`src/rtl/cp0_regfile_if.sv`:
```
// cp0_regfile_if: MTC0/MFC0 ports, committed exception fields and redirect outputs
// exchanged between the execute/commit stages and the CP0 register file.
interface cp0_regfile_if #(
    parameter int unsigned EXC_CODE_WIDTH = 5
) ();
    logic                      we_i;
    logic [4:0]                waddr_i;
    logic [31:0]               wdata_i;
    logic [4:0]                raddr_i;
    logic [31:0]               rdata_o;
    logic [EXC_CODE_WIDTH-1:0] exc_code_i;
    logic [31:0]               exc_epc_i;
    logic [31:0]               exc_badvaddr_i;
    logic                      exc_in_delay_i;
    logic                      flush_o;
    logic [31:0]               new_pc_o;

    modport master (
        output we_i, waddr_i, wdata_i, raddr_i,
        output exc_code_i, exc_epc_i, exc_badvaddr_i, exc_in_delay_i,
        input  rdata_o, flush_o, new_pc_o
    );

    modport slave (
        input  we_i, waddr_i, wdata_i, raddr_i,
        input  exc_code_i, exc_epc_i, exc_badvaddr_i, exc_in_delay_i,
        output rdata_o, flush_o, new_pc_o
    );
endinterface

```
`src/rtl/cp0_regfile.sv`:
```
// cp0_regfile: CP0 BadVAddr/Count/Compare/Status/Cause/EPC with exception and ERET redirect.
// Optional macro CP0_TIMER_EN builds Count, Compare and the timer interrupt.
module cp0_regfile #(
    parameter int unsigned                EXC_CODE_WIDTH = 5,
    parameter logic [EXC_CODE_WIDTH-1:0] EC_NONE        = EXC_CODE_WIDTH'(5'h10),
    parameter logic [EXC_CODE_WIDTH-1:0] EC_ERET        = EXC_CODE_WIDTH'(5'h11),
    parameter logic [31:0]               EXC_VECTOR     = 32'hBFC0_0380
) (
    input  logic                clk,
    input  logic                rst,
    cp0_regfile_if.slave        bus,
    input  logic [5:0]          int_i,
    output logic [31:0]         status_o,
    output logic [31:0]         cause_o,
    output logic [31:0]         epc_o,
    output logic                int_pending_o
);
    localparam logic [4:0] REG_BADVADDR = 5'd8;
    localparam logic [4:0] REG_COUNT    = 5'd9;
    localparam logic [4:0] REG_COMPARE  = 5'd11;
    localparam logic [4:0] REG_STATUS   = 5'd12;
    localparam logic [4:0] REG_CAUSE    = 5'd13;
    localparam logic [4:0] REG_EPC      = 5'd14;

    logic [31:0] badvaddr_q, badvaddr_d;
    logic [31:0] epc_q, epc_d;
    logic [7:0]  im_q, im_d;
    logic        exl_q, exl_d;
    logic        ie_q, ie_d;
    logic        bd_q, bd_d;
    logic [5:0]  ip_hw_q, ip_hw_d;
    logic [1:0]  ip_sw_q, ip_sw_d;
    logic [4:0]  exccode_q, exccode_d;

    logic        timer_int;
    logic        exc, eret;
    logic        wr_status, wr_cause, wr_epc;
    logic [31:0] status_rd, cause_rd, count_rd, compare_rd, rdata;

    assign exc  = (bus.exc_code_i != EC_NONE) && (bus.exc_code_i != EC_ERET);
    assign eret = (bus.exc_code_i == EC_ERET);

    assign status_rd = {9'b0, 1'b1, 6'b0, im_q, 6'b0, exl_q, ie_q};
    assign cause_rd  = {bd_q, 15'b0, ip_hw_q, ip_sw_q, 1'b0, exccode_q, 2'b0};

`ifdef CP0_TIMER_EN
    logic [31:0] count_q, count_d;
    logic [31:0] compare_q, compare_d;
    logic        toggle_q, toggle_d;
    logic        timer_q, timer_d;
    logic        wr_count, wr_compare;

    // Count advances every other cycle; a Compare write always wins over a match.
    always_comb begin
        wr_count   = bus.we_i && (bus.waddr_i == REG_COUNT);
        wr_compare = bus.we_i && (bus.waddr_i == REG_COMPARE);
        toggle_d   = ~toggle_q;
        count_d    = toggle_q ? count_q + 32'd1 : count_q;
        compare_d  = compare_q;
        timer_d    = timer_q;
        if (wr_count) begin
            count_d  = bus.wdata_i;
            toggle_d = 1'b0;
        end
        if (wr_compare) begin
            compare_d = bus.wdata_i;
            timer_d   = 1'b0;
        end else if ((count_q == compare_q) && (compare_q != 32'd0)) begin
            timer_d = 1'b1;
        end
    end

    always_ff @(posedge clk or negedge rst) begin
        if (!rst) begin
            count_q   <= 32'd0;
            compare_q <= 32'd0;
            toggle_q  <= 1'b0;
            timer_q   <= 1'b0;
        end else begin
            count_q   <= count_d;
            compare_q <= compare_d;
            toggle_q  <= toggle_d;
            timer_q   <= timer_d;
        end
    end

    assign timer_int  = timer_q;
    assign count_rd   = count_q;
    assign compare_rd = compare_q;
`else
    assign timer_int  = 1'b0;
    assign count_rd   = 32'd0;
    assign compare_rd = 32'd0;
`endif

    // MFC0 read mux with same-cycle MTC0 bypass of the value being written.
    always_comb begin
        rdata = 32'd0;
        case (bus.raddr_i)
            REG_BADVADDR: rdata = badvaddr_q;
            REG_COUNT:    rdata = count_rd;
            REG_COMPARE:  rdata = compare_rd;
            REG_STATUS:   rdata = status_rd;
            REG_CAUSE:    rdata = cause_rd;
            REG_EPC:      rdata = epc_q;
            default:      rdata = 32'd0;
        endcase
        if (bus.we_i && (bus.waddr_i == bus.raddr_i)) begin
            case (bus.raddr_i)
`ifdef CP0_TIMER_EN
                REG_COUNT, REG_COMPARE: rdata = bus.wdata_i;
`endif
                REG_STATUS: rdata = (bus.wdata_i & 32'h0000_FF03) | 32'h0040_0000;
                REG_CAUSE:  rdata = {cause_rd[31:10], bus.wdata_i[9:8], cause_rd[7:0]};
                REG_EPC:    rdata = bus.wdata_i;
                default:    ;
            endcase
        end
    end

    // Exception/ERET commit; they pre-empt same-cycle MTC0 to Status/Cause/EPC.
    always_comb begin
        wr_status = bus.we_i && (bus.waddr_i == REG_STATUS) && !exc && !eret;
        wr_cause  = bus.we_i && (bus.waddr_i == REG_CAUSE)  && !exc && !eret;
        wr_epc    = bus.we_i && (bus.waddr_i == REG_EPC)    && !exc && !eret;
        badvaddr_d = badvaddr_q;
        epc_d      = epc_q;
        im_d       = im_q;
        exl_d      = exl_q;
        ie_d       = ie_q;
        bd_d       = bd_q;
        ip_sw_d    = ip_sw_q;
        exccode_d  = exccode_q;
        ip_hw_d    = {int_i[5] | timer_int, int_i[4:0]};
        if (wr_status) begin
            im_d  = bus.wdata_i[15:8];
            exl_d = bus.wdata_i[1];
            ie_d  = bus.wdata_i[0];
        end
        if (wr_cause) ip_sw_d = bus.wdata_i[9:8];
        if (wr_epc)   epc_d   = bus.wdata_i;
        if (exc) begin
            if (!exl_q) begin
                epc_d = bus.exc_in_delay_i ? bus.exc_epc_i - 32'd4 : bus.exc_epc_i;
                bd_d  = bus.exc_in_delay_i;
            end
            exl_d     = 1'b1;
            exccode_d = bus.exc_code_i[4:0];
            if ((bus.exc_code_i == EXC_CODE_WIDTH'(4)) || (bus.exc_code_i == EXC_CODE_WIDTH'(5)))
                badvaddr_d = bus.exc_badvaddr_i;
        end else if (eret) begin
            exl_d = 1'b0;
        end
    end

    always_ff @(posedge clk or negedge rst) begin
        if (!rst) begin
            badvaddr_q <= 32'd0;
            epc_q      <= 32'd0;
            im_q       <= 8'd0;
            exl_q      <= 1'b0;
            ie_q       <= 1'b0;
            bd_q       <= 1'b0;
            ip_hw_q    <= 6'd0;
            ip_sw_q    <= 2'd0;
            exccode_q  <= 5'd0;
        end else begin
            badvaddr_q <= badvaddr_d;
            epc_q      <= epc_d;
            im_q       <= im_d;
            exl_q      <= exl_d;
            ie_q       <= ie_d;
            bd_q       <= bd_d;
            ip_hw_q    <= ip_hw_d;
            ip_sw_q    <= ip_sw_d;
            exccode_q  <= exccode_d;
        end
    end

    assign bus.rdata_o  = rdata;
    assign bus.flush_o  = exc | eret;
    assign bus.new_pc_o = exc  ? EXC_VECTOR :
                          eret ? ((bus.we_i && (bus.waddr_i == REG_EPC)) ? bus.wdata_i : epc_q) :
                                 32'd0;

    assign status_o      = status_rd;
    assign cause_o       = cause_rd;
    assign epc_o         = epc_q;
    assign int_pending_o = ie_q & ~exl_q & (|({ip_hw_q, ip_sw_q} & im_q));
endmodule

```
`src/flat_wrapper.sv`:
```
// flat-port wrapper written by rule: the top's interface ports become plain ports
module cp0_regfile_flat 
#(
    parameter int unsigned                EXC_CODE_WIDTH = 5,
    parameter logic [EXC_CODE_WIDTH-1:0] EC_NONE        = EXC_CODE_WIDTH'(5'h10),
    parameter logic [EXC_CODE_WIDTH-1:0] EC_ERET        = EXC_CODE_WIDTH'(5'h11),
    parameter logic [31:0]               EXC_VECTOR     = 32'hBFC0_0380
)
  (clk, rst, int_i, status_o, cause_o, epc_o, int_pending_o, bus_we_i, bus_waddr_i, bus_wdata_i, bus_raddr_i, bus_exc_code_i, bus_exc_epc_i, bus_exc_badvaddr_i, bus_exc_in_delay_i, bus_rdata_o, bus_flush_o, bus_new_pc_o);
  cp0_regfile_if #(.EXC_CODE_WIDTH(EXC_CODE_WIDTH)) bus_i ();
  input  logic clk;
  input  logic rst;
  input  logic [5:0] int_i;
  output logic [31:0] status_o;
  output logic [31:0] cause_o;
  output logic [31:0] epc_o;
  output logic int_pending_o;
  input wire logic [$bits(bus_i.we_i)-1:0] bus_we_i;
  input wire logic [$bits(bus_i.waddr_i)-1:0] bus_waddr_i;
  input wire logic [$bits(bus_i.wdata_i)-1:0] bus_wdata_i;
  input wire logic [$bits(bus_i.raddr_i)-1:0] bus_raddr_i;
  input wire logic [$bits(bus_i.exc_code_i)-1:0] bus_exc_code_i;
  input wire logic [$bits(bus_i.exc_epc_i)-1:0] bus_exc_epc_i;
  input wire logic [$bits(bus_i.exc_badvaddr_i)-1:0] bus_exc_badvaddr_i;
  input wire logic [$bits(bus_i.exc_in_delay_i)-1:0] bus_exc_in_delay_i;
  output wire logic [$bits(bus_i.rdata_o)-1:0] bus_rdata_o;
  output wire logic [$bits(bus_i.flush_o)-1:0] bus_flush_o;
  output wire logic [$bits(bus_i.new_pc_o)-1:0] bus_new_pc_o;
  assign bus_i.we_i = bus_we_i;
  assign bus_i.waddr_i = bus_waddr_i;
  assign bus_i.wdata_i = bus_wdata_i;
  assign bus_i.raddr_i = bus_raddr_i;
  assign bus_i.exc_code_i = bus_exc_code_i;
  assign bus_i.exc_epc_i = bus_exc_epc_i;
  assign bus_i.exc_badvaddr_i = bus_exc_badvaddr_i;
  assign bus_i.exc_in_delay_i = bus_exc_in_delay_i;
  assign bus_rdata_o = bus_i.rdata_o;
  assign bus_flush_o = bus_i.flush_o;
  assign bus_new_pc_o = bus_i.new_pc_o;
  cp0_regfile #(.EXC_CODE_WIDTH(EXC_CODE_WIDTH), .EC_NONE(EC_NONE), .EC_ERET(EC_ERET), .EXC_VECTOR(EXC_VECTOR)) u_core (.clk(clk), .rst(rst), .bus(bus_i), .int_i(int_i), .status_o(status_o), .cause_o(cause_o), .epc_o(epc_o), .int_pending_o(int_pending_o));
endmodule
```
`config.mk`:
```
export PLATFORM = sky130hd
export DESIGN_NAME = cp0_regfile_flat
export DESIGN_NICKNAME = d
export VERILOG_FILES = /design/src/rtl/cp0_regfile_if.sv /design/src/rtl/cp0_regfile.sv /design/src/flat_wrapper.sv
export SDC_FILE = /design/constraint.sdc
export NUM_CORES = 1
export LEC_CHECK = 0
export ABC_AREA = 1
export BUFFER_PORTS_ARGS = -buffer_cell sky130_fd_sc_hd__buf_2
export CORE_AREA = 5 5 122 124
export DETAILED_ROUTE_END_ITERATION = 12
export DIE_AREA = 0 0 127 129
export MAX_ROUTING_LAYER = met4
export PLACE_DENSITY = 0.81
export SYNTH_ARGS = -nofsm -noshare
export SYNTH_HDL_FRONTEND = slang
export SYNTH_SLANG_ARGS = --single-unit
```
`constraint.sdc`:
```
create_clock -name clk -period 1.6 [get_ports clk]
set_input_delay 0.16 -clock clk [delete_from_list [all_inputs] [get_ports clk]]
set_output_delay 0.16 -clock clk [all_outputs]
set_load 0.02 [all_outputs]
```
After elaboration in Yosys (flattened, before gate mapping)
Cells that the tools add are included.
{"block": "totals", "latch_bits": 0, "mem_bits_ro": 0, "ramBits": 0, "mem_count": 0, "wordCells": 59, "input_bits": 121, "ff_bits": 88, "output_inout_bits": 162}
{"block": "classes", "n_shift": 0, "div_mod_pow": 0, "bitwise": 5, "n_eq_ne": 13, "n_lt_le_gt_ge": 0, "add_sub_neg": 1, "reduce_logical": 18, "n_mux": 13, "multipliers": 0}
{"operator": "32-bit 2-to-1 mux", "count": 8}
{"operator": "32-bit one-hot mux with 4 select lines", "count": 1}
{"operator": "32-bit one-hot mux with 3 select lines", "count": 1}
{"operator": "5-bit by 4-bit equality test with 1-bit output (second input constant)", "count": 7}
{"operator": "32-bit by 3-bit subtractor with 32-bit output (second input constant)", "count": 1}
{"operator": "1-bit logical AND", "count": 11}
{"operator": "5-bit by 3-bit equality test with 1-bit output (second input constant)", "count": 2}
{"operator": "5-bit inequality test (second input constant)", "count": 2}
{"operator": "8-bit bitwise AND", "count": 1}
{"operator": "8-bit OR reduction", "count": 1}
{"operator": "5-bit equality test", "count": 1}
{"operator": "5-bit equality test (second input constant)", "count": 1}
{"operator": "2-bit AND reduction", "count": 2}
{"operator": "1-bit 2-to-1 mux", "count": 3}
{"operator": "3-bit nonzero test", "count": 1}
{"operator": "1-bit bitwise AND", "count": 2}
{"operator": "1-bit logical NOT", "count": 2}
{"operator": "1-bit logical OR", "count": 1}
{"operator": "1-bit NOT", "count": 1}
{"operator": "1-bit OR", "count": 1}

Longest topological paths before layout
Gate-level depths: netlist (run 1).
{"block": "depth", "ltp_word": 8, "mapped_depth": 11, "ltp_nobuf": 11}

Worst setup path before layout (run 1)
OpenSTA, ideal clock, no wires.
{"block": "synth_timing", "path_kind": "input port to output port", "from": "input bus_raddr_i[4]", "to": "output bus_rdata_o[9]", "path_buffers": 2, "cell_stages": 9, "arrival_ps": 1517, "required_ps": 1440, "path_slack_ps": -77, "path_cell_list": "inv_1 -> nand3_1 -> nor2_1 -> buf_4 -> nand2_1 -> buf_2 -> o22ai_1 -> nor2_1 -> o21ai_0"}
{"block": "synth_between", "elab_chain_len": 4, "word_cells_on_any_way": 9, "cone_classes": "eq/ne (5); mux (3); reduce/logical (1)"}
{"element": "from (decl)", "line_no": "flat_wrapper.sv:21", "source": "input wire logic [$bits(bus_i.raddr_i)-1:0] bus_raddr_i;"}
{"element": "5-bit by 4-bit equality test with 1-bit output (on tied branches)", "line_no": "cp0_regfile.sv:99, cp0_regfile.sv:109"}
{"element": "32-bit one-hot mux with 4 select lines", "line_no": "cp0_regfile.sv:99", "source": "case (bus.raddr_i)"}
{"element": "32-bit one-hot mux with 3 select lines", "line_no": "cp0_regfile.sv:109", "source": "case (bus.raddr_i)"}
{"element": "32-bit 2-to-1 mux (*)", "line_no": "cp0_regfile.sv:108", "source": "if (bus.we_i && (bus.waddr_i == bus.raddr_i)) begin"}
{"element": "to (decl)", "line_no": "flat_wrapper.sv:26", "source": "output wire logic [$bits(bus_i.rdata_o)-1:0] bus_rdata_o;"}
Every way passes the cells marked *; elsewhere a longest branch is shown, timed or not.

Worst setup path after layout (run 1)
{"block": "layout_timing", "from": "input bus_raddr_i[4]", "to": "output bus_rdata_o[2]"}
The elaborated chain is that of the path after synthesis.

==> results of run 1 <==
path summary, 6_finish.rpt:
check | end | depth (start not counted) | from | slack [ns]
worst min register to register | u_core.badvaddr_q[26] | 2 | u_core.badvaddr_q[26] | 0.52
worst max register to register | u_core.epc_o[7] | 7 | u_core.exl_q | 0.24
max in group asynchronous | u_core.epc_o[22] | 3 | rst | 0.81
worst max-delay path | bus_rdata_o[2] | 11 | bus_raddr_i[4] | -0.1
worst min-delay path | u_core.badvaddr_q[12] | 2 | bus_exc_badvaddr_i[12] | 0.04
min in group asynchronous | u_core.badvaddr_q[12] | 3 | rst | 0.38
sequential cells by signal, indices dropped and copies added, names as in the netlist:
signal             count
u_core.badvaddr_q     32
u_core.ip_sw_q         2
u_core.epc_o          32
u_core.ie_q            1
u_core.ip_hw_q         6
u_core.exl_q           1
u_core.exccode_q       5
u_core.im_q            8
u_core.bd_q            1
routing by layer:
layer | track usage | vias up | wire length (um)
met5 | - | - | 0
met4 | 0.103 | 0 | 804
li1 | - | 3716 | -
met1 | 0.427 | 3647 | 10600
met2 | 0.467 | 496 | 11900
met3 | 0.0378 | 71 | 2550
final cells by class:
type	count	area, um^2
timing repair inverter	1	7.51
fill	1206	4520
sequential	88	2200
tap	180	225
multi-input combinational	701	3630
antenna	1	2.50
timing repair buffer	344	2280
inverter	135	518
clock inverter	7	47.5
clock buffer	9	225
power breakdown:
group / switching [mW] / internal, mW
Combinational: 1.48 / 0.789
Clock: 0.948 / 1.05
Sequential: 0.340 / 2.61
Total: 2.77 / 4.45
worst reg2reg max path: stages, from the launching register on:
cell     delay (ns)
dfrtp_1        0.38
inv_1          0.09
nand2_1        0.11
inv_1          0.12
buf_12         0.20
o21ai_0        0.11
a21oi_1        0.17
a31oi_1        0.06
through the flow:
step                      hold WS (ns)  area [um^2]  std cells
after floorplan                 -0.136         6680       1013
after global placement           0.237         8260       1425
after detailed placement         0.243         8260       1425
after CTS                       0.0312         8780       1451
after global routing            0.0398         9140       1466
final                           0.0387         9140       1466
kinds of logic after synthesis:
logic type | synth area share
multiplexers | 0.0121
other | 0.00116
adder cells (fa/ha/maj) | 0.00193
buffers and inverters | 0.161
XOR/XNOR | 0.00674
AO/OA/AOI/OAI | 0.214
flip-flops | 0.339
AND/OR/NAND/NOR | 0.264
synthesized netlist by cell type (2+ instances only):
library cell  number
xor2_1             4
o21a_1             3
or2_2              2
o21ai_0           96
a211oi_1          20
nand2_1          192
a221oi_1           2
a31oi_1            4
a31o_2             3
nand4_1           12
o31ai_1           14
nor3_1             7
nand3_1           51
buf_6              3
nor2_1           139
conb_1             2
inv_1            133
clkbuf_1          26
o211ai_2           3
o22ai_1           20
inv_2              2
mux2_2             7
buf_2             14
a21oi_1           59
buf_4             44
o211ai_1           4
dfrtp_1           88
o21ai_1            4
o2111ai_1          3
timing repair:
item / 4_1_cts / 5_1_grt
hold buffers: 7 / 0
resized for setup: 56 / 80
gates cloned: 1 / 0
pin swaps: 10 / 22
endpoints found under the hold margin: 94 / 0
buffers inserted: 2 / 14
setup endpoints to repair: 47 / 55
==> results.toml, run 1 <==
[run_status]
status = "finished with violations"
violations = "setup timing"

[floorplan]
core_area_um2 = 13700
die_height_um = 129
initial_core_util = 0.475
die_x_um = 127
row_count = 43
boundaryPins = 283
die_area_um2 = 16400

[synthesis]
ys_warn_count = 0
synth_edf_count = 0
synth_flop_cell = "dfrtp_1"
synth_area_leaders = "dfrtp_1, nand2_1, nor2_1"
seq_area_frac_synth = 0.339
yosys.area.top_type = "dfrtp_1"
syn_inst = 975
avgSynthCellArea_um2 = 6.66
postSynth.asyncResetShare = 1.00
ys_types = 43
yosys.area.top_type_share = 0.339
ys_seq_elements = 88
synth_area_um2 = 6500

[clocking]
cts_buffers = 9
clkTransAtPathRegs_ns = 0.07
h-tree-depth = 3
cts.sinks = 88
cts_buffer_depth = 2
cts_tree = "built"
cts-root-buf = "clkbuf_16"
clk_latency_ns = 0.35

[setup_path]
worstPathCellList = "buf_8 > clkinv_4 > nand3_4 > buf_6 > nor3_4 > buf_6 > clkinvlp_4 > o21ai_2 > o21ai_1 > nand2_1 > buf_6"
crit_arrival_ns = 1.54
worstPathRequired_ns = 1.44
slowest_stage = "buf_6"
worstPathMaxFanout = 7
path_class = "in2out"
crit_path_max_incr_delay_ns = 0.19
cp-end-kind = "output pin"
cp_num_buf_inv = 6
critPathLaunchType = "input pin"
path_common_cell = "buf_6"
crit_family = "buffers and inverters"

[pwr]
p_leak_nw = 4.94
power.density_nw_per_um2 = 790
ir_drop_mv = 0.523
power.total_mw = 7.22

[min_path]
hold_class = "in2reg"

[sta]
finalClockSkew_ns = 0.00541
finalCriticalPeriod_ns = 1.70
slew_headroom = 0.571
rsz0062_at_grt = "true"
hold_viol_final = 0
fin_tns_setup_ns = -0.527
setup_violations = 13
max_freq_mhz = 589
fin_ws_ns = -0.0971
fin_crit_sh = 1.06
slew_violations = 0
worst_pin_slew_ns = 0.642

[drt]
drc = 0
drt-initial-drc-count = 931
first_pass_iters = 5
wire_per_inst_um = 17.7
vias = 7930
wl_um = 25900
routed_via_density = 5.41
ant_nets = 0

[place]
place_ws_ns = -0.167
place_congestion = 1.00
dp_hpwl_um = 20000
io_buffer_count = 242

[cells_and_area]
drive_gt1_frac = 0.335
fin_nets = 1402
mostFrequentLayoutCells = "buf_2, nand2_1, nor2_1"
layout_commonest_cell = "buf_2"
syn_to_final_growth_pct = 40.8
final_core_util = 0.669

[global_routing]
grt_pass1_wl_um = 38500
grt_antenna_before_repair = 1
grt_pass1_vias = 7207
grt_max_degree = 89
overflow = 0
grt.total_usage = 0.307

[run]
maxCapViolCount = 0
No activity file was read; power rests on OpenSTA's default activity.
==> run 2: changes to the inputs <==
--- a/config.mk
+++ b/config.mk
@@ -7,11 +7,13 @@
 export LEC_CHECK = 0
 export ABC_AREA = 1
 export BUFFER_PORTS_ARGS = -buffer_cell sky130_fd_sc_hd__buf_2
-export CORE_AREA = 5 5 122 124
+export CELL_PAD_IN_SITES_DETAIL_PLACEMENT = 1
+export CELL_PAD_IN_SITES_GLOBAL_PLACEMENT = 2
+export CORE_AREA = 5 5 168 170
 export DETAILED_ROUTE_END_ITERATION = 12
-export DIE_AREA = 0 0 127 129
+export DIE_AREA = 0 0 173 175
 export MAX_ROUTING_LAYER = met4
-export PLACE_DENSITY = 0.81
+export PLACE_DENSITY_LB_ADDON = 0.1
 export SYNTH_ARGS = -nofsm -noshare
 export SYNTH_HDL_FRONTEND = slang
 export SYNTH_SLANG_ARGS = --single-unit
==> run 2 against run 1 <==
The run still ends with setup timing left. Sequential share of layout area fell by 3.1 points. Power increased by 10%. Clock-buffer cell count unchanged. Register-to-register slack got worse by 0.09 ns. Critical path type unchanged. Largest cell class unchanged. Highest routed layer unchanged.
==> results.toml, run 2 (synthesis gave the netlist of run 1 again) <==
[pwr]
power.density_nw_per_um2 = 759
ir_drop_mv = 0.437
power.total_mw = 7.95
p_leak_nw = 5.32

[global_routing]
grt_antenna_before_repair = 1
overflow = 0
grt_pass1_vias = 8144
grt_max_degree = 60
grt_pass1_wl_um = 49500
grt.total_usage = 0.216

[setup_path]
worstPathCellList = "buf_8 > inv_4 > nand3_4 > buf_6 > nor3_4 > buf_6 > clkinvlp_4 > o2bb2ai_2 > o21ai_1 > nand2_1 > buf_6"
crit_path_max_incr_delay_ns = 0.20
cp_num_buf_inv = 6
slowest_stage = "clkinvlp_4"
crit_family = "buffers and inverters"
crit_arrival_ns = 1.50
critPathLaunchType = "input pin"
path_class = "in2out"
cp-end-kind = "output pin"
worstPathMaxFanout = 6
path_common_cell = "buf_6"
worstPathRequired_ns = 1.44

[drt]
drt-initial-drc-count = 449
met2WireLength_um = 15900
routed_via_density = 4.69
drc = 0
vias = 7792
wire_per_inst_um = 20.0
wl_um = 33300
top_layer = "met4"
dr_wl_met3_um = 1520
wl_met1_um = 15200
first_pass_iters = 5
ant_nets = 0

[place]
io_buffer_count = 242
place_ws_ns = -0.329
place_congestion = 0.851
dpl_cell_area_um2 = 8780
dp_hpwl_um = 26200

[sta]
fin_crit_sh = 1.04
finalClockSkew_ns = 0.00399
fin_ws_ns = -0.0607
hold_viol_final = 0
slew_headroom = 0.648
rsz0062_at_grt = "true"
slew_violations = 0
finalCriticalPeriod_ns = 1.66
setup_violations = 25
max_freq_mhz = 602
worst_pin_slew_ns = 0.528

[clocking]
clk_latency_ns = 0.36
clkTransAtPathRegs_ns = 0.07
cts_buffer_depth = 2
cts_tree = "built"
cts.sinks = 88
cts_buffers = 9
h-tree-depth = 3
cts-root-buf = "clkbuf_16"

[cells_and_area]
fin_nets = 1435
layout_commonest_cell = "buf_2"
drive_gt1_frac = 0.408
mostFrequentLayoutCells = "buf_2, nand2_1, inv_1"
final_cell_area_um2 = 10500
syn_to_final_growth_pct = 61.2

[floorplan]
boundaryPins = 283
die_height_um = 175
core_area_um2 = 26600
die_x_um = 173
initial_core_util = 0.244
row_count = 60
die_area_um2 = 30300

[min_path]
hold_class = "in2reg"

[run_status]
violations = "setup timing"
status = "finished with violations"

[run]
maxCapViolCount = 0
-- run 2: cell types whose count changed in the layout (fill, tap and decap cells not counted), sizes merged --
| cell | previous run | this run |
|---|---|---|
| clkinv | 5 | 4 |
| bufbuf | 0 | 1 |
| clkbuf | 10 | 13 |
| buf | 336 | 365 |
| bufinv | 0 | 2 |
| clkinvlp | 4 | 3 |
-- run 2: through the flow --
stage / utilization / instances / hold slack, ns / setup TNS, ns
2_1_floorplan: - / 1013 / -0.136 / -0.0269
4_1_cts: 0.370 / 1649 / 0.00823 / -1.75
3_3_place_gp: 0.330 / 1612 / 0.173 / -8.25
3_5_place_dp: 0.330 / 1612 / 0.170 / -10.02
5_1_grt: 0.394 / 1660 / 0.0330 / -3.19
6_report: 0.394 / 1660 / 0.0153 / -0.695
-- run 2: what timing repair did --
| item | CTS | global route |
|---|---|---|
| setup buffers | 11 | 6 |
| resized for setup | 158 | 143 |
| endpoints found under the hold margin | 35 | 0 |
| cloned | 3 | 4 |
| hold buffers | 7 | 0 |
| setup endpoints to repair | 63 | 64 |
| pin swaps | 32 | 35 |
-- run 2: area by class of cell --
type / count / area, um^2
timing repair buffer: 377 / 2980
fill: 3362 / 16100
clock buffer: 9 / 225
multi-input combinational: 701 / 3990
tap: 341 / 427
antenna: 1 / 2.50
clock inverter: 7 / 104
inverter: 135 / 534
sequential: 88 / 2200
timing repair inverter: 1 / 7.51
-- run 2: worst min-delay path, cell delays in order --
cell and delay [ns]:
buf_2 0.08, nand2_1 0.04, o21ai_0 0.06
-- run 2: final timing paths --
| path | startpoint | to | slack (ns) | depth (start not counted) |
|---|---|---|---|---|
| max | bus_raddr_i[4] | bus_rdata_o[31] | -0.06 | 11 |
| min | bus_exc_epc_i[0] | u_core.epc_o[0] | 0.02 | 3 |
| max reg2reg | u_core.exl_q | u_core.epc_o[15] | 0.15 | 7 |
| min reg2reg | u_core.badvaddr_q[31] | u_core.badvaddr_q[31] | 0.53 | 2 |
| max in group asynchronous | rst | u_core.badvaddr_q[7] | 0.63 | 3 |
| min in group asynchronous | rst | u_core.badvaddr_q[10] | 0.30 | 2 |
-- run 2: report_power, final --
group / switching (mW) / internal [mW] / total, mW / leakage [nW]
logic: 1.64 / 0.911 / 2.55 / 4.18
clock network: 1.04 / 1.39 / 2.43 / 0.160
registers: 0.357 / 2.61 / 2.97 / 0.974
-- run 2: layer usage --
metal / global-route usage / vias up
li1: - / 3784
met4: 0.0609 / 0
met5: - / -
met1: 0.282 / 3771
met2: 0.348 / 206
met3: 0.0350 / 31
